$ cat config.mk
export PLATFORM = sky130hd
export DESIGN_NAME = flash_sample_sequencer
export DESIGN_NICKNAME = d
export VERILOG_FILES = /design/src/rtl/audio_flash_pkg.sv /design/src/rtl/flash_sample_sequencer.sv
export SDC_FILE = /design/constraint.sdc
export NUM_CORES = 1
export LEC_CHECK = 0
export ABC_AREA = 1
export BUFFER_PORTS_ARGS = -buffer_cell sky130_fd_sc_hd__buf_2
export CAP_MARGIN = 15
export CORE_MARGIN = 2
export CORE_UTILIZATION = 32
export DETAILED_ROUTE_END_ITERATION = 8
export PLACE_DENSITY = 0.51
export SYNTH_ARGS = -nofsm -noshare
export SYNTH_HDL_FRONTEND = slang
export SYNTH_SLANG_ARGS = --single-unit
$ cat constraint.sdc
create_clock -name clk -period 2.32 [get_ports clk]
set_clock_uncertainty 0.05 [all_clocks]
set_input_delay 0 -clock clk [delete_from_list [all_inputs] [get_ports clk]]
set_output_delay 0 -clock clk [all_outputs]
set_load 0.01 [all_outputs]
$ cat src/rtl/audio_flash_pkg.sv
// Shared constants for the flash audio playback path: sequencer state codes,
// sample width and the full-word byte enable.
package audio_flash_pkg;

    localparam int SAMPLE_W = 16;

    localparam logic [3:0] FLASH_BE_ALL = 4'hF;

    localparam logic [2:0] IDLE      = 3'd0;
    localparam logic [2:0] REQ       = 3'd1;
    localparam logic [2:0] WAIT_DATA = 3'd2;
    localparam logic [2:0] FIRST     = 3'd3;
    localparam logic [2:0] SECOND    = 3'd4;

endpackage

$ cat src/rtl/flash_sample_sequencer.sv
// Fetches one 32-bit flash word per sample pair over an Avalon-MM read master
// and plays its two halves out on consecutive sample ticks.
module flash_sample_sequencer
    import audio_flash_pkg::*;
#(
    parameter int ADDR_W   = 23,
    parameter int SAMPLE_W = audio_flash_pkg::SAMPLE_W
) (
    input  logic                  clk,
    input  logic                  reset,
    input  logic                  sample_tick,
    input  logic                  pause,
    input  logic                  increment,
    input  logic [ADDR_W-1:0]     word_addr,
    output logic                  addr_advance,
    output logic                  flash_read,
    output logic [ADDR_W-1:0]     flash_address,
    output logic [3:0]            flash_byteenable,
    input  logic                  flash_waitrequest,
    input  logic [2*SAMPLE_W-1:0] flash_readdata,
    input  logic                  flash_readdatavalid,
    output logic [SAMPLE_W-1:0]   sample_out,
    output logic                  sample_valid,
    output logic                  late
);

    logic [2:0]            state;
    logic [2*SAMPLE_W-1:0] word_buf;
    logic                  forward;
    logic                  tick_ok;
    logic                  accept;
    logic                  data_pending;
    logic [SAMPLE_W-1:0]   first_half;
    logic [SAMPLE_W-1:0]   second_half;

    assign flash_read       = (state == REQ);
    assign flash_byteenable = FLASH_BE_ALL;
    assign tick_ok          = sample_tick && !pause;
    assign accept           = flash_read && !flash_waitrequest;
    assign data_pending     = (state == IDLE) || (state == REQ) || (state == WAIT_DATA);

    // Half order is taken from the order latched with the word, not the live input.
    assign first_half  = forward ? word_buf[SAMPLE_W-1:0] : word_buf[2*SAMPLE_W-1:SAMPLE_W];
    assign second_half = forward ? word_buf[2*SAMPLE_W-1:SAMPLE_W] : word_buf[SAMPLE_W-1:0];

    // NOTE: all state here uses non-blocking assignments so every branch sees
    // pre-edge values; blocking ones would let the late-tick logic see the new state.
    always_ff @(posedge clk) begin
        if (reset) begin
            state         <= IDLE;
            flash_address <= '0;
            word_buf      <= '0;
            forward       <= 1'b1;
            addr_advance  <= 1'b0;
            sample_out    <= '0;
            sample_valid  <= 1'b0;
            late          <= 1'b0;
        end else begin
            addr_advance <= 1'b0;
            sample_valid <= 1'b0;

            case (state)
                IDLE: begin
                    if (!pause) begin
                        flash_address <= word_addr;
                        state         <= REQ;
                    end
                end
                REQ: begin
                    if (accept) begin
                        addr_advance <= 1'b1;
                        state        <= WAIT_DATA;
                    end
                end
                WAIT_DATA: begin
                    if (flash_readdatavalid) begin
                        word_buf <= flash_readdata;
                        forward  <= increment;
                        state    <= FIRST;
                    end
                end
                FIRST: begin
                    if (tick_ok) begin
                        sample_out   <= first_half;
                        sample_valid <= 1'b1;
                        state        <= SECOND;
                    end
                end
                SECOND: begin
                    if (tick_ok) begin
                        sample_out    <= second_half;
                        sample_valid  <= 1'b1;
                        flash_address <= word_addr;
                        state         <= REQ;
                    end
                end
                default: state <= IDLE;
            endcase

            // A tick with no word ready repeats the old sample and flags the underrun.
            if (tick_ok && data_pending) begin
                sample_valid <= 1'b1;
                late         <= 1'b1;
            end
        end
    end

endmodule

Word-level counts from Yosys, hierarchy flattened
Index checks and enable logic that the tools add are counted.

Multipliers: 0. Div/mod/pow operators: 0. Reduce and logical (&&, ||, !) cells: 16. Bitwise gates (word level): 1. Equality and inequality tests: 9. $lt $le $gt $ge: 0. Shift-type cells: 0. Mux-type cells: 18. $add $sub $neg: 0.

Operators by type and width (count): $mux W16 (4); $mux W23 (2); $pmux W23 S2 (1); $pmux W16 S2 (1); $mux W3 (5); $pmux W3 S5 (1); $ne A2 B2 Y1 const B (4); $eq A3 B2 Y1 const B (2); $reduce_and A3 Y1 (2); $reduce_and A5 Y1 (1); $mux W1 (4); $reduce_bool A2 Y1 (2); $reduce_or A2 Y1 (2); $eq A3 B1 Y1 const B (1); $eq A3 B3 Y1 const B (1); $logic_and A1 B1 Y1 (3); $logic_not A3 Y1 (1); $logic_not A1 Y1 (2); $logic_or A1 B1 Y1 (2); $ne A2 B1 Y1 const B (1); $reduce_and A2 Y1 (1); $not A1 Y1 (1).

Latch bits: 0. ROM bits: 0. Memories: 0. Bits in writable memories: 0. Bits of input ports: 62. Flip-flop bits (word level): 78. Output and inout bits: 47.

Longest topological paths before layout
Gate-level depths: netlist of run 1.

Word-level depth: 5. Gate-level depth with buffers: 8. Depth with buffers taken out: 8.

Worst setup path before layout of run 1
No wires, ideal clock.

Path kind: reg-to-reg. Start: reg state[2]. End: reg flash_address[10]. Buffers on the path: 1. Library setup time: 146 ps. Path slack: 1045 ps. Required time: 2124 ps. Data arrival time: 1079 ps. Clock period less this slack: 1275 ps. Cell stages (with the launch flop): 5. Cell sequence: dfxtp_1 -> inv_2 -> o211ai_4 -> buf_4 -> a211oi_2.

Longest elaborated chain between the ends: 3. Elaborated cells on any way between the ends: 7. Those cells by class: eq/ne (3); mux (1); reduce/logical (3).

Ends and longest elaborated chain: start, declared (line flash_sample_sequencer.sv:27) `logic [2:0] state;`; start signal, assigned (line flash_sample_sequencer.sv:50) `state <= IDLE;`; start signal, assigned (line flash_sample_sequencer.sv:66) `state <= REQ;`; start signal, assigned (line flash_sample_sequencer.sv:72) `state <= WAIT_DATA;`; $eq A3 B3 Y1 or $logic_not A3 Y1 (tied branches) (line flash_sample_sequencer.sv:62) `case (state)`; $ne A2 B2 Y1 (no line) or $reduce_bool A2 Y1 (tied branches); $reduce_and A3 Y1 (no line); end signal, assigned (line flash_sample_sequencer.sv:65) `flash_address <= word_addr;`; end signal, assigned (line flash_sample_sequencer.sv:93) `flash_address <= word_addr;`; end, declared (line flash_sample_sequencer.sv:17) `output logic [ADDR_W-1:0] flash_address,`.

Several ways; a longest one is shown, not always the timed one. A chain may end at the register's enable or synchronous reset.

Final worst setup path of run 1
Start: reg state[1]. End: reg sample_out[1].

Longest elaborated chain between the ends: 3. Elaborated cells on any way between the ends: 7. Those cells by class: eq/ne (4); mux (1); reduce/logical (2).

Ends and longest elaborated chain: $eq A3 B2 Y1 or $eq A3 B3 Y1 (tied branches) (line flash_sample_sequencer.sv:62); $ne A2 B2 Y1 (no line) or $reduce_bool A2 Y1 (tied branches); $reduce_and A3 Y1 (no line); end signal, assigned (line flash_sample_sequencer.sv:84) `sample_out <= first_half;`; end signal, assigned (line flash_sample_sequencer.sv:91) `sample_out <= second_half;`; end, declared (line flash_sample_sequencer.sv:22) `output logic [SAMPLE_W-1:0] sample_out,`.

Several ways; a longest one is shown, not always the timed one.

==> results of run 1 <==
[through the flow]
step | cells | util
after floorplan | 493 | -
after global placement | 708 | 0.381
after detailed placement | 708 | 0.381
after CTS | 780 | 0.459
after global routing | 780 | 0.459
final | 780 | 0.459
[per-layer routing]
metal / GRT usage / part of all wire / up-vias
met3: 0.0341 / 0.050 / 14
met5: 0 / 0 / -
met1: 0.186 / 0.50 / 1480
met4: 0.0554 / 0.019 / 0
li1: - / - / 1843
met2: 0.256 / 0.43 / 87
[critical path: cells and delay by family, from the launching register on]
kind                   cells  cell delay [ps]
AOI/OAI and AO/OA          1              120
buffers and inverters      1              310
DFF                        1              380
and+or+nand+nor            5              630
[kinds of logic (layout without fill, tap and decap cells)]
family / Yosys count / after routing / share of synthesized area
AO/OA/AOI/OAI: 139 / 139 / 0.248
buffers and inverters: 102 / 249 / 0.129
flip-flops: 78 / 78 / 0.432
other: 1 / 4 / 0.00104
AND/OR/NAND/NOR: 170 / 170 / 0.190
[where the power goes]
group	internal [uW]	switching [uW]	leakage (uW)	total [uW]
sequential	1590	130	0.000637	1720
combinational	509	746	0.00141	1250
clock	815	523	0.000137	1340
total	2920	1400	0.00218	4310
[state kept, by name (all words and copies together) (netlist names)]
name / count
sample_out: 16
flash_address: 23
late: 1
forward: 1
state: 3
word_buf: 32
sample_valid: 1
addr_advance: 1
[what timing repair did]
item                      in CTS  in global routing
buffers inserted               0                  0
hold buffers                  58                  0
hold endpoints to repair      57                  0
[synthesized netlist by cell type (all sizes together)]
cell	count	area [um^2]
inv	68	258
nor3	1	10.0
o21ai	64	320
conb	1	3.75
nand4	2	12.5
nand3	5	30.0
o211ai	2	28.8
nor2	36	143
a211oi	23	258
nand2	126	490
buf	23	169
dfxtp	78	1560
clkbuf	11	41.3
a21oi	50	288
[area by class of cell]
cell class | count | share of cell area
clock buffers | 9 | 0.0448
flip-flops and latches | 78 | 0.311
well taps | 140 | 0.0349
clock inverters | 5 | 0.0105
multi-input cells | 313 | 0.318
inverters | 68 | 0.0513
repair buffers | 167 | 0.229
[final timing paths]
kind                                       to  depth (start not counted)
worst min-delay path                 state[2]                          5
worst min register to register           late                          2
worst max register to register  sample_out[1]                          7
worst max-delay path            sample_out[1]                          7
==> metrics, run 1 <==
vias per cell 4.39; vias post-DR 3424; Worst VDD drop 0.331 mV; worst hold path class in -> reg; pin count of the biggest net entering global routing 66; Post-Route WL 8880 um; max-capacitance violation count 0; most used cell, CP nand2_1; R2R setup slack 740 ps; CP Launch Type flip-flop; CP Class reg -> reg; Final ANT Viol Nets 0; Total Nets Final 699; initial antenna violation count 0; clk slew on worst S/H paths 60 ps; first-pass GRT wire length 14400 um; Pins Over Slew Limit 0; register area 1560 um^2; Core Region 10900 um^2; number of fill cells in the layout 1107; Post-Layout Inst Area 5020 um^2; Setup crit start state[1]; Die X 110 um; Synthesis Warnings 0; # IOs 109; clk_lat worst skew 330 ps; router iterations before antenna repair 4; GPL Wtd Cong 0.790; critical path arrival 1780 ps; global route overflow 0; fin crit period 1580 ps; worst hold start sample_tick; Area Overhead vs Synth 39.0%; Syn Inst Count 490; Port Buf Inserts 104; commonest cells after routing, fill and taps aside nand2_1, buf_2, dfxtp_1; Hold Violations, Final 0; CTS tree done; CTS Sinks 78; mapped cell area 3610 um^2; critical path required time 2520 ps; # diodes 0; syn_area_per_cell 7.37 um^2; Seq/Total Area, Yosys 0.432; fraction of layout cells with a size suffix above 1 0.255; worst r2r src state[1]; dpl hpwl 5800 um; leakage power 0.00218 uW; Final Power 4310 uW; Worst Hold Margin 82.1 ps; crit path cell chain nor2_4 > nand2_4 > inv_2 > nand2_1 > nand2_1 > nand2_1 > a21oi_1; endpoints failing setup 0; status completed; Final WS setup 743 ps; Cell variety after synth 26; die height 110 um; CTS H-tree lvls 3; RSZ-0062 raised after global routing false; fmax 634 MHz; Starting Density 0.330; GRT Total Usage 0.151; CP peak stage delay 380 ps; initial DRC count 136; slowest stage cell, crit path dfxtp_1; aggregate negative setup slack 0 ps; Worst-Margin Slew 588 ps; Remaining DRCs 0; deepest clock path buffer count 2; WL per Instance 11.4 um; total CTS buffers 9; period utilisation layout 0.680; vias in the first global route 3239; normalized max-slew margin 0.608; die area 12200 um^2; CTS root buf clkbuf_16; cts repair resizes 0; area of the multi-input gates 1600 um^2; Row Count 38; CP Capture Type flip-flop; PD cells 859 nW/um^2; dpl ws 730 ps; critical-path maximum fanout 19; FF+latch count, synth 78; most common cell after layout, fill and taps aside nand2_1; dpl cell area 4160 um^2
Power figures use the tool's default switching activity.
==> run 2: changes to the inputs <==
PLACE_DENSITY = 0.53   (was 0.51)
clock period = 1.4 ns   (was 2.32 ns; I/O delays follow)
==> run 2 against run 1 <==
Net effect: combinational power rose by 81%; sequential power grew 66%; critical path depth decreased by 2; sequential share of layout area decreased by 0.76 points; largest power group unchanged; highest routed layer unchanged.
==> metrics, run 2 (synthesis results as in run 1) <==
Largest Register word_buf; # IOs 109 (unchanged); initial antenna violation count 0 (unchanged); fmax 737 MHz; aggregate negative setup slack 0 ps (unchanged); GPL Wtd Cong 0.792 (+0.32%); critical-path maximum fanout 3 (-16); Worst VDD drop 0.736 mV (+120%); die height 110 um (unchanged); fin crit period 1360 ps; pin count of the biggest net entering global routing 66 (unchanged); worst hold path class in -> reg; critical path arrival 1310 ps (-470 ps); CTS root buf clkbuf_16; RSZ-0062 raised after global routing true; CTS H-tree lvls 3 (unchanged); Hold Violations, Final 0 (unchanged); Port Buf Inserts 104 (unchanged); commonest cells after routing, fill and taps aside nand2_1, buf_2, dfxtp_1; total CTS buffers 9 (unchanged); first-pass GRT wire length 14300 um (-0.62%); Row Count 38 (unchanged); WL per Instance 11.2 um (-1.9%); most common cell after layout, fill and taps aside nand2_1; status completed; CTS tree done; vias in the first global route 3150 (-2.7%); CTS Sinks 78 (unchanged); clk_lat worst skew 320 ps (about the same); CP Class reg -> out; dpl cell area 4280 um^2 (+2.7%); endpoints failing setup 0 (unchanged); GRT Total Usage 0.149 (-0.00216); router iterations before antenna repair 4 (unchanged); period utilisation layout 0.969; dpl hpwl 6100 um (+5.3%); leakage power 0.00223 uW (+2.2%); Final ANT Viol Nets 0 (unchanged); Area Overhead vs Synth 42.8%; initial DRC count 136 (unchanged); Pins Over Slew Limit 0 (unchanged); die area 12200 um^2 (unchanged); PD cells 1390 nW/um^2 (+62%); clk slew on worst S/H paths 60 ps (about the same); Post-Layout Inst Area 5160 um^2 (+2.8%); fraction of layout cells with a size suffix above 1 0.272 (+0.0172); global route overflow 0 (unchanged); # diodes 0 (unchanged); vias per cell 4.36 (-0.79%); max FFs per register 32 (unchanged); critical path required time 1350 ps (-1170 ps); deepest clock path buffer count 2 (unchanged); CP Capture Type output pin; Total Nets Final 710 (+1.6%); Top Registers word_buf x32, flash_address x23, sample_out x16; Starting Density 0.330 (unchanged); Core Region 10900 um^2 (unchanged); vias post-DR 3445 (+0.61%); Die X 110 um (unchanged); CP Launch Type flip-flop; Remaining DRCs 0 (unchanged); max-capacitance violation count 0 (unchanged); Post-Route WL 8830 um (-0.56%)
==> run 2: cell types whose count changed in the layout (fill, tap and decap cells not counted), moves of 3 or more <==
| cell | before | now |
|---|---|---|
| buf_12 | 1 | 4 |
| buf_4 | 4 | 11 |
| o21ai_0 | 44 | 40 |
| o21ai_1 | 20 | 24 |
==> run 2: routing by layer <==
metal,global-route usage,up-vias,wire (um),part of all wire
li1,-,1875,-,-
met1,0.183,1473,4280,0.48
met2,0.253,88,3960,0.45
met3,0.0347,9,501,0.057
met4,0.0527,0,91,0.010
met5,0,-,0,0
==> run 2: power breakdown <==
part	internal, uW	switching [uW]
clock	1220	864
sequential	2640	206
combinational	970	1290
total	4840	2360
==> run 2: final timing paths <==
path                            startpoint        endpoint  slack (ps)  depth (start not counted)
worst max-delay path              state[0]      flash_read          40                          5
worst min-delay path                 reset  sample_out[12]          90                          3
worst max register to register    state[1]  sample_out[15]          80                          7
worst min register to register        late            late         400                          2
==> run 2: repair_timing <==
action | 4_1_cts | 5_1_grt
resized for setup | 1 | 13
setup buffers | 0 | 1
endpoints found under the hold margin | 57 | 0
endpoints found under the setup margin | 1 | 24
hold buffers | 58 | 0
==> run 2: area by class of cell <==
cell class,count,area (um^2)
Fill cell,1105,5770
Clock inverter,4,25.0
Clock buffer,10,239
Inverter,68,262
Tap cell,140,175
Timing Repair Buffer,178,1270
Multi-Input combinational cell,313,1620
Sequential cell,78,1570
==> run 2: per-stage QoR <==
step | hold WS (ps) | total power (uW) | setup slack, ps | utilization | std cells
after floorplan | 21.7 | 4370 | 125 | - | 493
final | 88.1 | 7190 | 43.6 | 0.472 | 791
after global routing | 94.2 | 7730 | -41.8 | 0.472 | 791
after CTS | 79.5 | 7230 | 10.4 | 0.468 | 790
after global placement | 125 | 4930 | 70.3 | 0.391 | 718
after detailed placement | 131 | 4990 | 27.1 | 0.391 | 718
==> run 2: critical path, cell delays in order, from the launching register on <==
cell and delay [ps]:
dfxtp_2 360, inv_1 70, buf_4 150, nor3_4 140
buf_4 140, buf_2 120
==> run 3: changes to the inputs <==
PLACE_DENSITY = 0.56   (was 0.53)
==> run 3 against run 2 <==
Net effect: sequential share of layout area down 0.29 points; sequential power about the same; largest cell class unchanged; highest routed layer unchanged; core utilization up 0.49 points; clock-buffer cell count unchanged; routed wire length up 4.0%.
==> metrics, run 3 (synthesis results as in run 1) <==
status completed; CP Capture Type flip-flop; global route overflow 0 (unchanged); initial antenna violation count 0 (unchanged); die area 12200 um^2 (unchanged); Pins Over Slew Limit 0 (unchanged); RSZ-0062 raised after global routing true; Area Overhead vs Synth 44.3%; max-capacitance violation count 0 (unchanged); Worst Hold Margin 81.5 ps (-6.61 ps); die height 110 um (unchanged); fmax 759 MHz (+2.9%); fraction of layout cells with a size suffix above 1 0.277 (+0.00529); first-pass GRT wire length 14500 um (+1.7%); critical path required time 1550 ps (+200 ps); router iterations before antenna repair 4 (unchanged); critical path arrival 1460 ps (+150 ps); Worst-Margin Slew 618 ps; Port Buf Inserts 104 (unchanged); period utilisation layout 0.941 (-0.0277); vias in the first global route 3285 (+4.3%); Post-Route WL 9190 um (+4.0%); # IOs 109 (unchanged); Largest Register word_buf; highest metal used met4; Layout Cells excl Fill 793 (+0.25%); Post-Layout Inst Area 5220 um^2 (+1.0%); leakage power 0.00228 uW (+2.1%); Row Count 38 (unchanged); Remaining DRCs 0 (unchanged); Hold Violations, Final 0 (unchanged); CP Class reg -> reg; CTS H-tree lvls 3 (unchanged); post-placement cell count 715 (-0.42%); Worst VDD drop 1.01 mV (+37%); clk_lat worst skew 340 ps (+20 ps); most common cell after layout, fill and taps aside nand2_1; WL met2 4250 um (+7.2%); vias per cell 4.40 (+0.93%); worst hold path class in -> reg; WL per Instance 11.6 um (+3.7%); endpoints failing setup 0 (unchanged); commonest cells after routing, fill and taps aside nand2_1, buf_2, dfxtp_1; initial DRC count 134 (-1.5%); CTS root buf clkbuf_16; pin count of the biggest net entering global routing 66 (unchanged); final core occ 0.477 (+0.00492); total CTS buffers 9 (unchanged); max FFs per register 32 (unchanged); GRT Total Usage 0.153 (+0.00453); CTS tree done; dpl cell area 4270 um^2 (-0.20%); clk slew on worst S/H paths 60 ps (about the same); Core Region 10900 um^2 (unchanged); fin crit period 1320 ps (-38.7 ps); deepest clock path buffer count 2 (unchanged); dpl ws 13.3 ps (-13.8 ps); CTS Sinks 78 (unchanged); vias post-DR 3486 (+1.2%); number of fill cells in the layout 1060 (-4.1%); # diodes 0 (unchanged); metal3 WL 665 um (+33%); dpl hpwl 6160 um (+0.91%); Final ANT Viol Nets 0 (unchanged); Die X 110 um (unchanged); GPL Wtd Cong 0.830 (+4.8%); Final WS setup 82.4 ps (+38.7 ps); Starting Density 0.330 (unchanged); critical-path maximum fanout 10 (+7); M1 WL 4150 um (-3.0%); Top Registers word_buf x32, flash_address x23, sample_out x16; Total Nets Final 710 (unchanged); normalized max-slew margin 0.588; PD cells 1410 nW/um^2 (+1.5%); CP Launch Type flip-flop
[run 3: changes by cell type in the layout (fill, tap and decap cells not counted), moves of 2 or more]
cell | before | now
o21ai_2 | 0 | 3
buf_12 | 4 | 6
buf_4 | 11 | 9
clkinv_4 | 0 | 2
clkinvlp_4 | 2 | 0
nand2_2 | 3 | 1
nand2_4 | 1 | 3
o21ai_0 | 40 | 38
[run 3: where the power goes]
group	switching (uW)	total [uW]	internal (uW)	leakage, uW
clock	929	2310	1380	0.000146
sequential	214	2860	2650	0.000637
combinational	1250	2210	955	0.00150
[run 3: what timing repair did]
item | in CTS | in global routing
pin swaps | 0 | 2
hold buffers | 59 | 0
setup endpoints to repair | 1 | 45
gates resized for setup | 1 | 18
endpoints found under the hold margin | 57 | 0
buffers inserted | 0 | 3
[run 3: worst paths after layout]
kind               startpoint             to  slack (ps)  depth (start not counted)
setup / recovery     state[1]  sample_out[7]          80                          7
hold / removal    sample_tick       state[2]          80                          5
setup reg to reg     state[1]  sample_out[7]          80                          7
hold reg to reg          late           late         400                          2
[run 3: cell type report]
cell class	instances	area, um^2	area share
Tap cell	140	175	0.0336
Inverter	68	265	0.0509
Clock inverter	6	62.6	0.0120
Sequential cell	78	1570	0.301
Multi-Input combinational cell	313	1620	0.310
Timing Repair Buffer	178	1300	0.249
Clock buffer	10	229	0.0439
[run 3: critical path: stages (launching register included)]
cell     delay (ps)
dfxtp_4         370
nor2_4          180
nand2_4         100
nand2_4          80
nand2_4         100
buf_12          160
nand2_1          70
a21oi_2          50
[run 3: stage by stage]
stage | setup TNS (ps) | power, uW
2_1_floorplan | 0 | 4370
3_3_place_gp | 0 | 4900
3_5_place_dp | 0 | 4950
4_1_cts | 0 | 7400
5_1_grt | -54.6 | 7880
6_report | 0 | 7370
[run 3: per-layer routing]
metal  track usage  up-vias
li1              -     1870
met1         0.174     1507
met2         0.269       96
met3        0.0529       13
met4        0.0482        0
met5             0        -
